[src/rtl/smart_flit_credit_rx_buffer.sv]
`default_nettype none
// ============================================================================
// Module      : smart_flit_credit_rx_buffer
// Description : Receive side of a credit-based SMARTPkg link. Buffers incoming
//               flits in a DEPTH-entry FIFO and returns one registered credit
//               pulse upstream for every flit the local consumer dequeues.
// Revision    : 1.0 - initial release
// ============================================================================
module smart_flit_credit_rx_buffer #(
    parameter int DATA_WIDTH = 33,
    parameter int DEPTH      = 4
) (
    input  logic                         clk,
    input  logic                         reset,
    input  logic                         flit_in_valid,
    input  logic [DATA_WIDTH-1:0]        flit_in_data,
    output logic                         credit_out,
    output logic                         flit_out_valid,
    output logic [DATA_WIDTH-1:0]        flit_out_data,
    input  logic                         flit_out_ready,
    output logic [$clog2(DEPTH+1)-1:0]   occupancy,
    output logic                         overflow_err
);

    localparam int c_PTR_W = $clog2(DEPTH);
    localparam int c_CNT_W = $clog2(DEPTH+1);

    logic [DATA_WIDTH-1:0] r_mem [DEPTH];
    logic [c_PTR_W-1:0]    r_wr_ptr;
    logic [c_PTR_W-1:0]    r_rd_ptr;
    logic [c_CNT_W-1:0]    r_count;
    logic                  r_credit;
    logic                  r_overflow;

    logic                  w_not_empty;
    logic                  w_has_room;
    logic                  w_deq;
    logic                  w_enq_ok;
    logic                  w_drop;

    // A full FIFO can still take a flit when the head leaves in the same cycle.
    assign w_not_empty = (r_count != '0);
    assign w_has_room  = (r_count < c_CNT_W'(DEPTH));
    assign w_deq       = w_not_empty & flit_out_ready;
    assign w_enq_ok    = flit_in_valid & (w_has_room | w_deq);
    assign w_drop      = flit_in_valid & ~w_enq_ok;

    assign flit_out_valid = w_not_empty;
    assign flit_out_data  = r_mem[r_rd_ptr];
    assign occupancy      = r_count;
    assign credit_out     = r_credit;
    assign overflow_err   = r_overflow;

    // Storage array; contents need no reset because valid gates the head.
    always_ff @(posedge clk) begin
        if (!reset && w_enq_ok) begin
            r_mem[r_wr_ptr] <= flit_in_data;
        end
    end

    // Pointers, occupancy, registered credit and sticky overflow flag.
    always_ff @(posedge clk) begin
        if (reset) begin
            r_wr_ptr   <= '0;
            r_rd_ptr   <= '0;
            r_count    <= '0;
            r_credit   <= 1'b0;
            r_overflow <= 1'b0;
        end else begin
            r_credit <= w_deq;
            if (w_enq_ok) begin
                r_wr_ptr <= r_wr_ptr + c_PTR_W'(1);
            end
            if (w_deq) begin
                r_rd_ptr <= r_rd_ptr + c_PTR_W'(1);
            end
            case ({w_enq_ok, w_deq})
                2'b10:   r_count <= r_count + c_CNT_W'(1);
                2'b01:   r_count <= r_count - c_CNT_W'(1);
                default: r_count <= r_count;
            endcase
            if (w_drop) begin
                r_overflow <= 1'b1;
            end
        end
    end

endmodule
`default_nettype wire

[config.mk]
export PLATFORM = sky130hd
export DESIGN_NAME = smart_flit_credit_rx_buffer
export DESIGN_NICKNAME = d
export VERILOG_FILES = /design/src/rtl/smart_flit_credit_rx_buffer.sv
export SDC_FILE = /design/constraint.sdc
export NUM_CORES = 1
export LEC_CHECK = 0
export ABC_AREA = 1
export CAP_MARGIN = 30
export CORE_ASPECT_RATIO = 1.25
export CORE_MARGIN = 1.5
export CORE_UTILIZATION = 48
export CTS_CLUSTER_DIAMETER = 80
export CTS_CLUSTER_SIZE = 25
export DETAILED_ROUTE_END_ITERATION = 10
export PLACE_DENSITY = 0.71
export REMOVE_ABC_BUFFERS = 1
export SYNTH_ARGS = -nofsm -noshare
export SYNTH_HDL_FRONTEND = slang
export SYNTH_SLANG_ARGS = --single-unit
[constraint.sdc]
create_clock -name clk -period 7.73 [get_ports clk]
set_input_delay 1.1595 -clock clk [delete_from_list [all_inputs] [get_ports clk]]
set_output_delay 1.1595 -clock clk [all_outputs]
set_load 0.05 [all_outputs]
=== After elaboration in Yosys (flattened, before gate mapping) ===
Memories as Yosys holds them, arrays and structs flattened. A register that Yosys moved wholly into a read port is not among the register bits.
Index checks and enable logic that the tools add are counted.
Widths: inputs -> output; s select.

* Add/subtract/negate cells: 4
* Multiply operators: 0
* Divide/modulo/power cells: 0
* Order comparisons: 1
* Eq/ne operators: 2
* Shifts and indexed selects: 0
* Multiplexer cells: 5
* Bitwise operators: 5
* Reductions and logical operators: 4

{| class="wikitable"
|+ Operators by type and width
! operator !! count
|-
| $pmux 3 s2 || 1
|-
| $add 2x1->2 const B || 2
|-
| $mux 2 || 2
|-
| $add 3x1->3 const B || 1
|-
| $and 1x1->1 || 3
|-
| $lt 3x3->1 const B || 1
|-
| $reduce_bool 3->1 || 1
|-
| $sub 3x1->3 const B || 1
|-
| $eq 2x1->1 const B || 1
|-
| $eq 2x2->1 const B || 1
|-
| $mux 1 || 2
|-
| $reduce_bool 2->1 || 1
|-
| $logic_and 1x1->1 || 1
|-
| $logic_not 1->1 || 1
|-
| $not 1->1 || 1
|-
| $or 1x1->1 || 1
|}

* Register bits: 9
* Latch bits: 0
* Memory bits (writable): 132
* Bits in read-only memories: 0
* Input port bits: 37
* Output and inout port bits: 39
* Logic and storage cells: 27
* Memories kept: 1

{| class="wikitable"
|+ Memory list
! memory !! depth !! bits a word !! rd ports !! clocked after memory_dff !! wr ports !! RTL line !! RTL
|-
| r_mem || 4 || 33 || 1 || 1 || 1 || 28 || <nowiki>logic [DATA_WIDTH-1:0] r_mem [DEPTH];</nowiki>
|}

=== Depth between registers and ports, before layout ===
* Depth in word-level cells: 7
* Depth in mapped cells: 13

=== Worst setup path after synthesis ===
No wires, ideal clock.

* Path kind: in2reg
* From: input port reset
* To: memory r_mem[0][0], enable pin
* Setup time: 0.423 ns
* Arrival: 2.825 ns
* Required time: 7.307 ns
* Slack: 4.482 ns
* Stages: 3
* Path buffers: 0
* Cell sequence: inv_1 > nand3_1 > nor2_1

* Cells in the longest elaborated chain, start to end: 4

{| class="wikitable"
|+ Ends and longest elaborated chain
! item !! RTL line !! RTL
|-
| from (decl) || 14 || <nowiki>input logic reset,</nowiki>
|-
| $logic_not 1->1 || 56 || <nowiki>if (!reset && w_enq_ok) begin</nowiki>
|-
| $logic_and 1x1->1 || 56 ||
|-
| $mux 1 || 56 ||
|-
| $mux 1 (implied by the code) || 57 || <nowiki>r_mem[r_wr_ptr] <= flit_in_data;</nowiki>
|-
| to (decl) || 28 ||
|}

Every way passes these cells.

==> metrics.md <==
| Metric | Value |
|---|---|
| Outcome | `complete, no violations` |
| Syn Area/Cell | `13.9 um2` |
| Arr. time, crit path | `2.93 ns` |
| Worst Hold Launch | `overflow_err` |
| Nature of the critical path startpoint | `flip-flop` |
| Setup TNS | `0 ns` |
| Min Tclk post-route | `4.09 ns` |
| Crit end category | `output port` |
| Area grow syn2layout | `26.6%` |
| Die span in y | `122 um` |
| Initial antenna violation count | `0` |
| Worst Tran Pin Value | `0.653 ns` |
| Yosys warns | `0` |
| Post-DRT Antenna Nets | `0` |
| GRT Total Usage | `0.182` |
| Seq pwr share | `0.373` |
| Io pins | `76` |
| Worst-Skew Late Latency | `0.41 ns` |
| Leak pwr | `0.00235 uW` |
| Number of global-route vias before repair | `3,334` |
| Post-synthesis sequential area ratio | `0.767` |
| Die area | `12,000 um2` |
| Synth Flop Type | `edfxtp_1` |
| Fmax achieved | `244 MHz` |
| Synth area leaders | `edfxtp_1, nor2_1, o21ai_0` |
| Setup Buffers After CTS | `0` |
| Pwr per Cell Area | `352 nW/um2` |
| Clock transition at the registers of the reported paths | `0.05 ns` |
| Routing usage on met2 | `0.304` |
| Req. time, crit path | `6.57 ns` |
| HP Class | `reg2reg` |
| Clock Power Share | `0.309` |
| Worst clock skew | `0.00762 ns` |
| CTS tree | `done` |
| Resized cells post-CTS | `0` |
| # hold bufs at CTS | `0` |
| Cells after DPL | `590` |
| Period utilization | `0.529` |
| Fin worst setup slack | `3.64 ns` |
| Final Util | `0.623` |
| Max Cap Viol | `0` |
| Die Width | `98.4 um` |
| Post-synth top cells | `edfxtp_1, nor2_1, o21ai_0, o22ai_1` |
| RSZ-0062 raised after global routing | `false` |
| Core area | `11,100 um2` |
| Yosys reg bits | `143` |
| Longest Clk Path Bufs | `2` |
| Cell count after synthesis | `393` |
| Clk sinks | `143` |
| CP max FO | `67` |
| Congestion Overflow GR | `0` |
| Mapped cell area | `5460 um2` |
| Met3 Use GR | `0.0700` |
| Drt pass-1 iters | `4` |
| H-tree levels | `4` |
| CP Class | `reg2out` |
| Async SR Flop Fraction | `0` |
| P_sw | `836 uW` |
| Net count reported at finish | `517` |
| Global-route wire length before repair | `16,300 um` |
| Met1 Usage GRT | `0.215` |
| Finished Layout Cells | `620` |
| Fraction of layout cells with a size suffix above 1 | `0.0866` |
| Row count | `43` |
| Max-slew headroom | `0.565` |
| Logic pwr share | `0.318` |
| Fin. Hold Viols | `0` |
| Setup slack at placement | `4.07 ns` |
| # diodes | `0` |
| DR WL/cell | `16.8 um` |
| Cell with the most instances after synthesis | `edfxtp_1` |
| Iteration-0 DRC Markers | `177` |
| Buffers added on ports | `75` |
| Worst R2R Start | `occupancy[2]` |
| Synth area leader | `edfxtp_1` |
| Synth top area share | `0.726` |
| DP Wirelength | `6220 um` |
| Num CTS Buffers | `17` |
| Vias per Instance | `5.39` |
| Final wirelength | `10,400 um` |
| Vias post-DR | `3,340` |
| Root Buffer | `clkbuf_16` |
| Largest net degree at the start of global routing | `68` |
| Remaining DRCs | `0` |
| Final count of pins violating max slew | `0` |
| Post-synth cell types | `18` |
| Max VDD drop | `292 uV` |
| Internal Pwr Total | `1590 uW` |
| Hold_ws | `0.453 ns` |
| Starting Density | `0.492` |
| Final setup viols | `0` |
| Switch share | `0.344` |
| Post-synth EDFFs | `132` |
| Gpl congestion | `0.759` |
| Gr busiest metal | `met2` |
-- path summary, 6_finish.rpt --
path                                    endpoint  slack [ns]  cells past startpoint
worst max register to register      occupancy[2]        5.87                     13
worst min register to register      overflow_err        0.45                      2
worst min-delay path                overflow_err        0.45                      2
worst max-delay path            flit_out_data[2]        3.64                      6
-- per-stage QoR --
step | total power (uW) | area (um2)
2_1_floorplan | 1420 | 5290
3_3_place_gp | 1670 | 6260
3_5_place_dp | 1700 | 6360
4_1_cts | 2450 | 6910
5_1_grt | 2530 | 6910
6_report | 2430 | 6910
-- sequential cells by signal, indices dropped and copies added, names as in the netlist, named ones only --
register	count
credit_out	1
occupancy	3
overflow_err	1
r_mem	132
r_rd_ptr	2
r_wr_ptr	2
-- layout make-up --
class	instances	area (um2)
sequential	143	4190
fill	826	4170
clock buffer	18	429
clock inverter	12	123
multi-input combinational	210	1060
tap	135	169
timing repair buffer	82	866
inverter	20	75.1
-- logic make-up after synthesis --
family,synth area share
DFF,0.767
AOI/OAI and AO/OA,0.108
and+or+nand+nor,0.0665
buffers and inverters,0.0440
adders and majority gates,0.0151
-- power by group through the flow --
stage	combinational, uW	sequential [uW]	clock (uW)
3_3_place_gp	752	921	0
3_5_place_dp	777	922	0
5_1_grt	826	910	792
4_1_cts	779	907	763
6_report	773	906	750
2_1_floorplan	449	969	0
-- layer usage --
layer  wire [um]  vias to the layer above
met1        4240                     1630
met2        5350                      102
met3         746                        9
li1            -                     1599
met4          84                        0
met5           0                        -
-- critical path, stage by stage (launching register included) --
cell             delay, ns
dfxtp_2               0.31
buf_4                 0.30
inv_2                 0.42
buf_12                0.27
o21ai_1               0.10
o22ai_1               0.22
clkdlybuf4s50_1       0.84
-- placed cells by master, fill, tap and decap left out --
cell             count
edfxtp_1           132
clkdlybuf4s50_1     75
nor2_1              73
o21ai_0             52
o22ai_1             33
inv_1               18
o21ai_1             18
clkbuf_16           17
nand2_1             13
dfxtp_1             10
a21oi_1              6
nand3_1              5
ha_1                 5
buf_12               5
nor2_4               4
clkinv_2             4
clkinvlp_4           4
inv_2                2
bufinv_16            2
buf_4                2
fa_1                 1
dfxtp_2              1
clkbuf_1             1
clkinv_4             1
clkinv_1             1
Power figures use the tool's default switching activity.
